==> src/rtl/pong_pkg.sv <==
// rtl/pong_pkg.sv - shared widths, edge columns, FSM state codes and helpers for the pong match sequencer
package pong_pkg;

  // Datapath widths shared by the match controller and its neighbours
  localparam int SCORE_W = 4;
  localparam int POS_W   = 4;
  localparam int SPEED_W = 5;

  // Playfield edge columns
  localparam logic [POS_W-1:0] EDGE_L = 4'd0;
  localparam logic [POS_W-1:0] EDGE_R = 4'd15;

  // Ball column the previous-position register restarts from (centre)
  localparam logic [POS_W-1:0] CENTRE_X = 4'd8;

  // Match FSM encoding
  typedef logic [2:0] state_t;
  localparam state_t ST_IDLE     = 3'd0;
  localparam state_t ST_SERVE    = 3'd1;
  localparam state_t ST_PLAY     = 3'd2;
  localparam state_t ST_POINT    = 3'd3;
  localparam state_t ST_GAMEOVER = 3'd4;

  // Score increment that holds at the top of the counter instead of wrapping
  function automatic logic [SCORE_W-1:0] score_sat_inc(input logic [SCORE_W-1:0] s);
    logic [SCORE_W-1:0] r;
    r = (s == {SCORE_W{1'b1}}) ? s : s + 1'b1;
    return r;
  endfunction

endpackage

==> src/rtl/pong_hold_timer.sv <==
// rtl/pong_hold_timer.sv - cycle hold timer with clear, count enable and one-cycle done pulse
module pong_hold_timer #(
  parameter int W = 11
) (
  input  logic         clk,
  input  logic         reset,
  input  logic         clear,
  input  logic         en,
  input  logic [W-1:0] ticks,
  output logic         done
);

  logic [W-1:0] count_q;
  logic [W-1:0] count_d;

  // done fires on the last cycle of a ticks-long hold; the owner changes state on it
  assign done = en && (count_q == ticks - 1'b1);

  // Next count: clear wins, otherwise advance while enabled and restart after done
  always_comb begin
    count_d = count_q;
    if (clear) begin
      count_d = '0;
    end else if (en) begin
      count_d = done ? '0 : count_q + 1'b1;
    end
  end

  // Count register
  always_ff @(posedge clk or posedge reset) begin
    if (reset) begin
      count_q <= '0;
    end else begin
      count_q <= count_d;
    end
  end

endmodule

==> src/rtl/pong_match_ctrl.sv <==
// rtl/pong_match_ctrl.sv - pong match sequencer: serve, edge scoring, speed ramp, game over (option: PONG_SPEED_RAMP_EN)
module pong_match_ctrl
  import pong_pkg::*;
#(
  parameter int PADDLE_H    = 3,
  parameter int BASE_SPEED  = 4,
  parameter int MAX_SPEED   = 12,
  parameter int SERVE_TICKS = 1000,
  parameter int POINT_TICKS = 2000,
  parameter int WIN_SCORE   = 9
) (
  input  logic               clk,
  input  logic               reset,
  input  logic               start,
  input  logic [POS_W-1:0]   ball_x,
  input  logic [POS_W-1:0]   ball_y,
  input  logic [POS_W-1:0]   paddle_l_y,
  input  logic [POS_W-1:0]   paddle_r_y,
  output logic               ball_reset,
  output logic [SPEED_W-1:0] ball_speed,
  output logic [SCORE_W-1:0] score_l,
  output logic [SCORE_W-1:0] score_r,
  output logic               game_over
);

  // Hold timer wide enough for the longer of the two pauses
  localparam int MAX_TICKS = (SERVE_TICKS > POINT_TICKS) ? SERVE_TICKS : POINT_TICKS;
  localparam int TIMER_W   = $clog2(MAX_TICKS + 1);

`ifdef PONG_SPEED_RAMP_EN
  localparam logic RAMP_EN = 1'b1;
`else
  localparam logic RAMP_EN = 1'b0;
`endif

  localparam logic [SPEED_W-1:0] BASE_MAG = SPEED_W'(BASE_SPEED);
  localparam logic [SPEED_W-1:0] MAX_MAG  = SPEED_W'(MAX_SPEED);
  localparam logic [SCORE_W-1:0] WIN_VAL  = SCORE_W'(WIN_SCORE);

  state_t             state_q,      state_d;
  logic               ball_reset_q, ball_reset_d;
  logic [SPEED_W-1:0] ball_speed_q, ball_speed_d;
  logic [SCORE_W-1:0] score_l_q,    score_l_d;
  logic [SCORE_W-1:0] score_r_q,    score_r_d;
  logic               game_over_q,  game_over_d;
  logic               serve_dir_q,  serve_dir_d;
  logic [POS_W-1:0]   prev_x_q,     prev_x_d;

  logic               left_evt;
  logic               right_evt;
  logic               hit_l;
  logic               hit_r;
  logic [SPEED_W-1:0] speed_mag;
  logic [SPEED_W-1:0] ramp_mag;
  logic [SPEED_W-1:0] ramp_speed;
  logic [SPEED_W-1:0] hit_speed;
  logic [SPEED_W-1:0] play_speed;
  logic               timer_en;
  logic               timer_clear;
  logic               timer_done;
  logic [TIMER_W-1:0] timer_ticks;

  // Edge arrivals: the ball must move onto an edge column, so sitting there never re-fires
  assign left_evt  = (prev_x_q != EDGE_L) && (ball_x == EDGE_L);
  assign right_evt = (prev_x_q != EDGE_R) && (ball_x == EDGE_R) && !left_evt;

  // Paddle spans compared one bit wider so a paddle reaching past row 15 clips instead of wrapping
  assign hit_l = ({1'b0, ball_y} >= {1'b0, paddle_l_y}) &&
                 ({1'b0, ball_y} <= ({1'b0, paddle_l_y} + (POS_W+1)'(PADDLE_H - 1)));
  assign hit_r = ({1'b0, ball_y} >= {1'b0, paddle_r_y}) &&
                 ({1'b0, ball_y} <= ({1'b0, paddle_r_y} + (POS_W+1)'(PADDLE_H - 1)));

  // Speed after a paddle hit: magnitude steps up to the ceiling, sign is kept
  always_comb begin
    speed_mag  = ball_speed_q[SPEED_W-1] ? -ball_speed_q : ball_speed_q;
    ramp_mag   = (speed_mag >= MAX_MAG) ? MAX_MAG : speed_mag + 1'b1;
    ramp_speed = ball_speed_q[SPEED_W-1] ? -ramp_mag : ramp_mag;
    hit_speed  = RAMP_EN ? ramp_speed : ball_speed_q;
  end

  // The hold timer runs only in the two pause states and restarts on every state change
  assign timer_en    = (state_q == ST_SERVE) || (state_q == ST_POINT);
  assign timer_clear = (state_d != state_q);
  assign timer_ticks = (state_q == ST_SERVE) ? TIMER_W'(SERVE_TICKS) : TIMER_W'(POINT_TICKS);

  pong_hold_timer #(
    .W (TIMER_W)
  ) u_hold_timer (
    .clk   (clk),
    .reset (reset),
    .clear (timer_clear),
    .en    (timer_en),
    .ticks (timer_ticks),
    .done  (timer_done)
  );

  // Match FSM, scoring and serve direction
  always_comb begin
    state_d     = state_q;
    score_l_d   = score_l_q;
    score_r_d   = score_r_q;
    serve_dir_d = serve_dir_q;
    play_speed  = ball_speed_q;
    prev_x_d    = ball_x;

    case (state_q)
      ST_IDLE: begin
        if (start) begin
          state_d   = ST_SERVE;
          score_l_d = '0;
          score_r_d = '0;
        end
      end

      ST_SERVE: begin
        if (timer_done) begin
          state_d = ST_PLAY;
        end
      end

      ST_PLAY: begin
        if (left_evt) begin
          if (hit_l) begin
            play_speed = hit_speed;
          end else begin
            // Right player scores; the next serve heads toward the left player who lost it
            score_r_d   = score_sat_inc(score_r_q);
            serve_dir_d = 1'b1;
            state_d     = ST_POINT;
          end
        end else if (right_evt) begin
          if (hit_r) begin
            play_speed = hit_speed;
          end else begin
            score_l_d   = score_sat_inc(score_l_q);
            serve_dir_d = 1'b0;
            state_d     = ST_POINT;
          end
        end
      end

      ST_POINT: begin
        if (timer_done) begin
          state_d = ((score_l_q == WIN_VAL) || (score_r_q == WIN_VAL)) ? ST_GAMEOVER : ST_SERVE;
        end
      end

      ST_GAMEOVER: begin
        if (start) begin
          state_d     = ST_SERVE;
          score_l_d   = '0;
          score_r_d   = '0;
          serve_dir_d = 1'b0;
        end
      end

      default: begin
        state_d = ST_IDLE;
      end
    endcase
  end

  // Ball-facing outputs follow the next state so they register together with it
  always_comb begin
    ball_reset_d = (state_d != ST_PLAY);
    game_over_d  = (state_d == ST_GAMEOVER);
    if (state_d != ST_PLAY) begin
      ball_speed_d = '0;
    end else if (state_q != ST_PLAY) begin
      ball_speed_d = serve_dir_q ? -BASE_MAG : BASE_MAG;
    end else begin
      ball_speed_d = play_speed;
    end
  end

  // State and output registers; reset drops straight back to a centred, stopped ball
  always_ff @(posedge clk or posedge reset) begin
    if (reset) begin
      state_q      <= ST_IDLE;
      ball_reset_q <= 1'b1;
      ball_speed_q <= '0;
      score_l_q    <= '0;
      score_r_q    <= '0;
      game_over_q  <= 1'b0;
      serve_dir_q  <= 1'b0;
      prev_x_q     <= CENTRE_X;
    end else begin
      state_q      <= state_d;
      ball_reset_q <= ball_reset_d;
      ball_speed_q <= ball_speed_d;
      score_l_q    <= score_l_d;
      score_r_q    <= score_r_d;
      game_over_q  <= game_over_d;
      serve_dir_q  <= serve_dir_d;
      prev_x_q     <= prev_x_d;
    end
  end

  assign ball_reset = ball_reset_q;
  assign ball_speed = ball_speed_q;
  assign score_l    = score_l_q;
  assign score_r    = score_r_q;
  assign game_over  = game_over_q;

endmodule

==> config.mk <==
export PLATFORM = sky130hd
export DESIGN_NAME = pong_match_ctrl
export DESIGN_NICKNAME = d
export VERILOG_FILES = /design/src/rtl/pong_pkg.sv /design/src/rtl/pong_hold_timer.sv /design/src/rtl/pong_match_ctrl.sv
export SDC_FILE = /design/constraint.sdc
export NUM_CORES = 1
export LEC_CHECK = 0
export CAP_MARGIN = 20
export CORE_ASPECT_RATIO = 1.5
export CORE_UTILIZATION = 46
export CTS_BUF_LIST = sky130_fd_sc_hd__clkbuf_8
export CTS_CLUSTER_SIZE = 10
export DETAILED_ROUTE_END_ITERATION = 10
export HOLD_SLACK_MARGIN = 0.15
export MAX_ROUTING_LAYER = met4
export PLACE_DENSITY = 0.81
export SLEW_MARGIN = 15
export SYNTH_ARGS = -nofsm -noshare
export SYNTH_HDL_FRONTEND = slang
export SYNTH_SLANG_ARGS = --single-unit
==> constraint.sdc <==
create_clock -name clk -period 2 [get_ports clk]
set_input_delay 0.4 -clock clk [delete_from_list [all_inputs] [get_ports clk]]
set_output_delay 0.4 -clock clk [all_outputs]
set_load 0.01 [all_outputs]
After elaboration in Yosys (flattened, before gate mapping):

Cells that the tools add are included.

* $add $sub $neg: 6
* $lt $le $gt $ge: 4
* equality and inequality tests: 27
* mux-type cells: 32
* reduce and logical (&&, ||, !) cells: 20

Operator list (count)
* $mux W11: 4
* $mux W4: 8
* $mux W3: 8
* $eq A4 B4 Y1 const B: 5
* $ne A2 B2 Y1 const B: 8
* $pmux W4 S2: 2
* $mux W5: 3
* $pmux W3 S4: 1
* $add A11 B1 Y11 const B: 1
* $eq A11 B11 Y1: 1
* $sub A11 B1 Y11 const B: 1
* $add A4 B2 Y5 const B: 2
* $le A4 B5 Y1: 2
* $reduce_and A5 Y1: 2
* $ne A3 B3 Y1 const B: 3
* $add A4 B1 Y4 const B: 2
* $ge A4 B4 Y1: 2
* $reduce_bool A2 Y1: 4
* $eq A3 B2 Y1 const B: 2
* $eq A3 B3 Y1 const B: 2
* $logic_and A1 B1 Y1: 6
* $ne A3 B2 Y1 const B: 2
* $reduce_and A6 Y1: 1
* $mux W1: 5
* 11 further kinds: 12

* register bits after elaboration: 34
* input port bits: 19
* logic and storage cells: 98

Depth between registers and ports, before layout:

Gate-level depths: netlist of the first run.

* depth after elaboration: 9
* gate-level depth with buffers: 10

Hierarchy:

Synthesis of the first run repeated with hierarchy kept, for this count alone.

* cell total of the unflattened synthesis: 278
* area total of the unflattened synthesis: 2481.1 um^2

By module, submodules not included
* pong_match_ctrl: instances 1, cells an instance 161, area each 1480.2 um^2, sequential area each 503.0 um^2
* pong_hold_timer: instances 1, cells an instance 117, area each 1001.0 um^2, sequential area each 275.3 um^2

Worst setup path before layout of the first run:

No wires, ideal clock.

* path type: input port to flip-flop
* start point: in paddle_r_y[1]
* end point: reg ball_speed_q[2], in the netlist ball_speed[2]
* data arrival time: 2.278 ns
* data required time: 1.899 ns
* setup slack: -0.379 ns
* cell stages on the path: 9
* buffers on the path: 0
* path through: ha_1 > xnor2_1 > ha_1 > and2_1 > a221o_1 > nand4_1 > nand2_1 > a2111o_1 > nor4_1

* cells in the longest elaborated chain, start to end: 9
* elaborated cells on any way between the ends: 11
* classes of those cells: 1 x add/sub; 2 x order compare; 1 x eq/ne; 5 x mux; 2 x reduce/logical

Ends and longest elaborated chain
* start, declared: RTL line pong_match_ctrl.sv:18 `input logic [POS_W-1:0] paddle_r_y,`
* $add A4 B2 Y5: RTL line pong_match_ctrl.sv:71 `({1'b0, ball_y} <= ({1'b0, paddle_r_y} + (POS_W+1)'(PADDLE_H - 1)));`
* $le A4 B5 Y1: RTL line pong_match_ctrl.sv:71
* $logic_and A1 B1 Y1 *: RTL line pong_match_ctrl.sv:70 `assign hit_r = ({1'b0, ball_y} >= {1'b0, paddle_r_y}) &&`
* $mux W3 *: RTL line pong_match_ctrl.sv:132 `if (hit_r) begin`
* $mux W3 *: RTL line pong_match_ctrl.sv:131 `end else if (right_evt) begin`
* $mux W3 *: RTL line pong_match_ctrl.sv:122 `if (left_evt) begin`
* $pmux W3 S4 *: RTL line pong_match_ctrl.sv:106 `case (state_q)`
* net state_d[0]: RTL line pong_match_ctrl.sv:40 `state_t state_q, state_d;`
* $ne A3 B2 Y1 *: RTL line pong_match_ctrl.sv:167 `if (state_d != ST_PLAY) begin`
* $mux W5 or $reduce_bool A2 Y1 (tied branches)
* end signal, assigned: RTL line pong_match_ctrl.sv:190 `ball_speed_q <= ball_speed_d;`
* end, declared: RTL line pong_match_ctrl.sv:42 `logic [SPEED_W-1:0] ball_speed_q, ball_speed_d;`

Mark *: on every way through the listed nets, which the timed path passes. The rest lies on a longest branch.
A chain may end at the register's enable or synchronous reset.

Final worst setup path of the first run:

* start point: in paddle_r_y[2]
* end point: reg ball_reset_q, in the netlist ball_reset

* cells in the longest elaborated chain, start to end: 8
* elaborated cells on any way between the ends: 9
* classes of those cells: 1 x add/sub; 2 x order compare; 1 x eq/ne; 4 x mux; 1 x reduce/logical

Ends and longest elaborated chain
* $add A4 B2 Y5: RTL line pong_match_ctrl.sv:71
* $le A4 B5 Y1: RTL line pong_match_ctrl.sv:71
* $logic_and A1 B1 Y1 *: RTL line pong_match_ctrl.sv:70
* $mux W3 *: RTL line pong_match_ctrl.sv:132
* $mux W3 *: RTL line pong_match_ctrl.sv:131
* $mux W3 *: RTL line pong_match_ctrl.sv:122
* $pmux W3 S4 *: RTL line pong_match_ctrl.sv:106
* net state_d[0]: RTL line pong_match_ctrl.sv:40
* $ne A3 B2 Y1 *: RTL line pong_match_ctrl.sv:165 `ball_reset_d = (state_d != ST_PLAY);`
* net ball_reset_d: RTL line pong_match_ctrl.sv:41 `logic ball_reset_q, ball_reset_d;`
* end signal, assigned: RTL line pong_match_ctrl.sv:189 `ball_reset_q <= ball_reset_d;`
* end, declared: RTL line pong_match_ctrl.sv:41

Marks and branches as above.

==> flow_summary.toml, run 1 <==
[sta]
layout_min_cycle_time_ps = 2250
setup_viol = 15
fin_crit_sh_pct = 113
skew_ps = 4.47
final_hold_viol_count = 0
worst_pin_slew_ps = 586
fmax_mhz = 444
holdWs_ps = 365
rsz0062_at_grt = "yes"
setup_slack_ps = -252
maxSlewHeadroom_pct = 60.6
fin_tns_setup_ps = -3040
drv_slew = 0

[status]
outcome = "finished, violations left"
violations = "setup timing"

[detailed_routing]
drc = 0
wl_per_cell_um = 17.5
vias_per_cell = 5.83
dr.first_iter.drc_count = 58
firstDrtPassIters = 4
antenna_left = 0
routed_wl_um = 5860
vias = 1953

[cts]
cts-root-buf = "clkbuf_8"
clk_pin_slew_ps = 60
tritoncts = "done"
clk_latency_ps = 280
cts.sink_count = 31
htreeDepth = 2
clockBufferDepth = 2
cts_hold_buf = 0
numCtsBuffers = 5

[finish]
final_area_sq_um = 3070
nNetsFinal = 328
final_common_cell = "buf_4"
multi_input_area_sq_um = 1460
area_growth_syn_to_layout_pct = 52.0
fillerInstances = 265
final_cell_mix = "33 x buf_4, 29 x dfrtp_1, 21 x nand2_1"
diodes = 0
drive_gt1_share_pct = 34.6
seq_area_sq_um = 778
fin_cells = 335

[placement]
preCtsSetupSlack_ps = -981
port_buffers = 31
place_congestion = 0.853
place_area_sq_um = 2590
dp_hpwl_um = 3480
place_inst = 318

[global_routing]
grt_pass1_wl_um = 9170
grt-ovfl-total = 0
grt_pass1_vias = 2001
grt.total_usage_pct = 25.9
grt_max_degree = 32
grt_antenna_before_repair = 0

[floorplan]
rows = 29
die_w_um = 56.1
die-area_sq_um = 4670
initial_core_util_pct = 48.0
io-pin-count = 34
die_y_um = 83.2
coreArea_sq_um = 4210

[worst_setup_path]
cp_max_fo = 3
cp-end-kind = "flop"
critPathKind = "input pin to flop"
required_ps = 2210
cp-start-kind = "input pin"
critical_path_arrival_ps = 2460

[yosys]
synth-edff-count = 0
syn_area_sq_um = 2020
syn_area_per_cell_sq_um = 9.32
synth_flop_cell = "dfrtp_1"
yosysTopAreaCell = "dfrtp_1"
synthArstFlopShare_pct = 100
yosysSeqAreaShare_pct = 38.5
ys_seq_elements = 31
syn_inst = 217
yosys.area.top_type_share_pct = 35.9
ys_top_cells_by_area = "dfrtp_1 36%, ha_1 13%, nand2_1 4.3%"
yosys_warnings = 0
synth_cell_types = 47

[job]
drv_cap = 0

[power_and_ir_drop]
vdd_drop_max_uv = 485
p_leak_nw = 1.46
powerDensity_nw_per_um2 = 615

[hold_path]
hp-class = "input pin to flop"
-- metal layers --
layer / track usage, % / up-vias / routed length, um
met2: 47.4 / 65 / 3370
met1: 25.9 / 963 / 2110
li1: - / 907 / -
met4: 11.8 / 0 / 167
met3: 4.67 / 18 / 209
met5: - / - / 0
-- final timing paths --
check                                        start                       to  slack [ps]  cells past startpoint
max                                  paddle_r_y[2]               ball_reset        -250                     11
min                                      ball_x[2]              prev_x_q[2]         370                      2
max reg2reg                             state_q[2]               ball_reset         -40                      7
min reg2reg                u_hold_timer.count_q[9]  u_hold_timer.count_q[9]         550                      2
max in group asynchronous                    reset               ball_reset        1190                      3
min in group asynchronous                    reset            ball_speed[3]         490                      3
-- per-stage QoR --
| stage | util [%] | total power (W) |
|---|---|---|
| after global routing | 73.0 | 0.00199 |
| after floorplan | - | 0.00107 |
| after global placement | 61.7 | 0.00123 |
| after CTS | 70.6 | 0.00182 |
| final | 73.0 | 0.00189 |
| after detailed placement | 61.7 | 0.00126 |
-- Yosys cell counts, types with 4 or more instances --
master,n
dfrtp_1,29
nand2_1,23
ha_1,21
nor2_1,21
inv_1,15
nand3_1,8
mux2i_1,7
nand4_1,7
xor2_1,7
a21oi_1,6
o21ai_0,6
xnor2_1,6
nand3b_1,4
nor4_1,4
-- cell type report --
| cell class | count | area share [%] |
|---|---|---|
| clock inverter | 3 | 0.489 |
| inverter | 15 | 1.83 |
| multi-input combinational | 165 | 47.4 |
| sequential | 31 | 25.3 |
| timing repair buffer | 70 | 20.9 |
| clock buffer | 5 | 2.24 |
| tap | 46 | 1.87 |
-- report_power, final --
group	internal (W)	switching (W)	total (W)
registers	0.000704	0.0000724	0.000776
clock network	0.000238	0.000236	0.000473
logic	0.000337	0.000305	0.000642
total	0.00128	0.000613	0.00189
-- registers in the layout (all words and copies together), names as in the netlist --
register / count
state_q: 3
ball_speed: 2
score_r: 4
score_l: 4
u_hold_timer.count_q: 11
serve_dir_q: 1
ball_reset: 1
prev_x_q: 4
game_over: 1
-- critical path, stage by stage --
cell      delay [ps]
buf_6            100
ha_4             150
xnor2_2          120
ha_1             310
and2_4           150
a221o_1          280
nand4_1          130
nand2_2           90
a2111o_1         450
buf_6            150
nand2b_4         120
-- cell families (layout without fill, tap and decap cells) --
family	count (synthesis)	in the layout	synth area share (%)
flip-flops	31	31	38.5
AO/OA/AOI/OAI	34	35	12.1
AND/OR/NAND/NOR	87	87	22.2
XOR/XNOR	13	13	5.63
buffers and inverters	23	93	4.95
adder cells (fa/ha/maj)	21	21	13.0
other	1	2	0.185
multiplexers	7	7	3.47
-- repair_timing --
| action | 4_1_cts | 5_1_grt |
|---|---|---|
| pin swaps | 22 | 18 |
| gates cloned | 1 | 0 |
| gates resized for setup | 74 | 23 |
| buffers inserted | 6 | 3 |
| setup endpoints to repair | 24 | 24 |
No activity file was read; power rests on OpenSTA's default activity.
==> run 2, diff against run 1 <==
--- a/config.mk
+++ b/config.mk
@@ -14,7 +14,6 @@
 export HOLD_SLACK_MARGIN = 0.15
 export MAX_ROUTING_LAYER = met4
 export PLACE_DENSITY = 0.81
-export SLEW_MARGIN = 15
 export SYNTH_ARGS = -nofsm -noshare
 export SYNTH_HDL_FRONTEND = slang
 export SYNTH_SLANG_ARGS = --single-unit
==> results of run 2 <==
The final DEF is identical to that of run 1; final timing and power are the same.
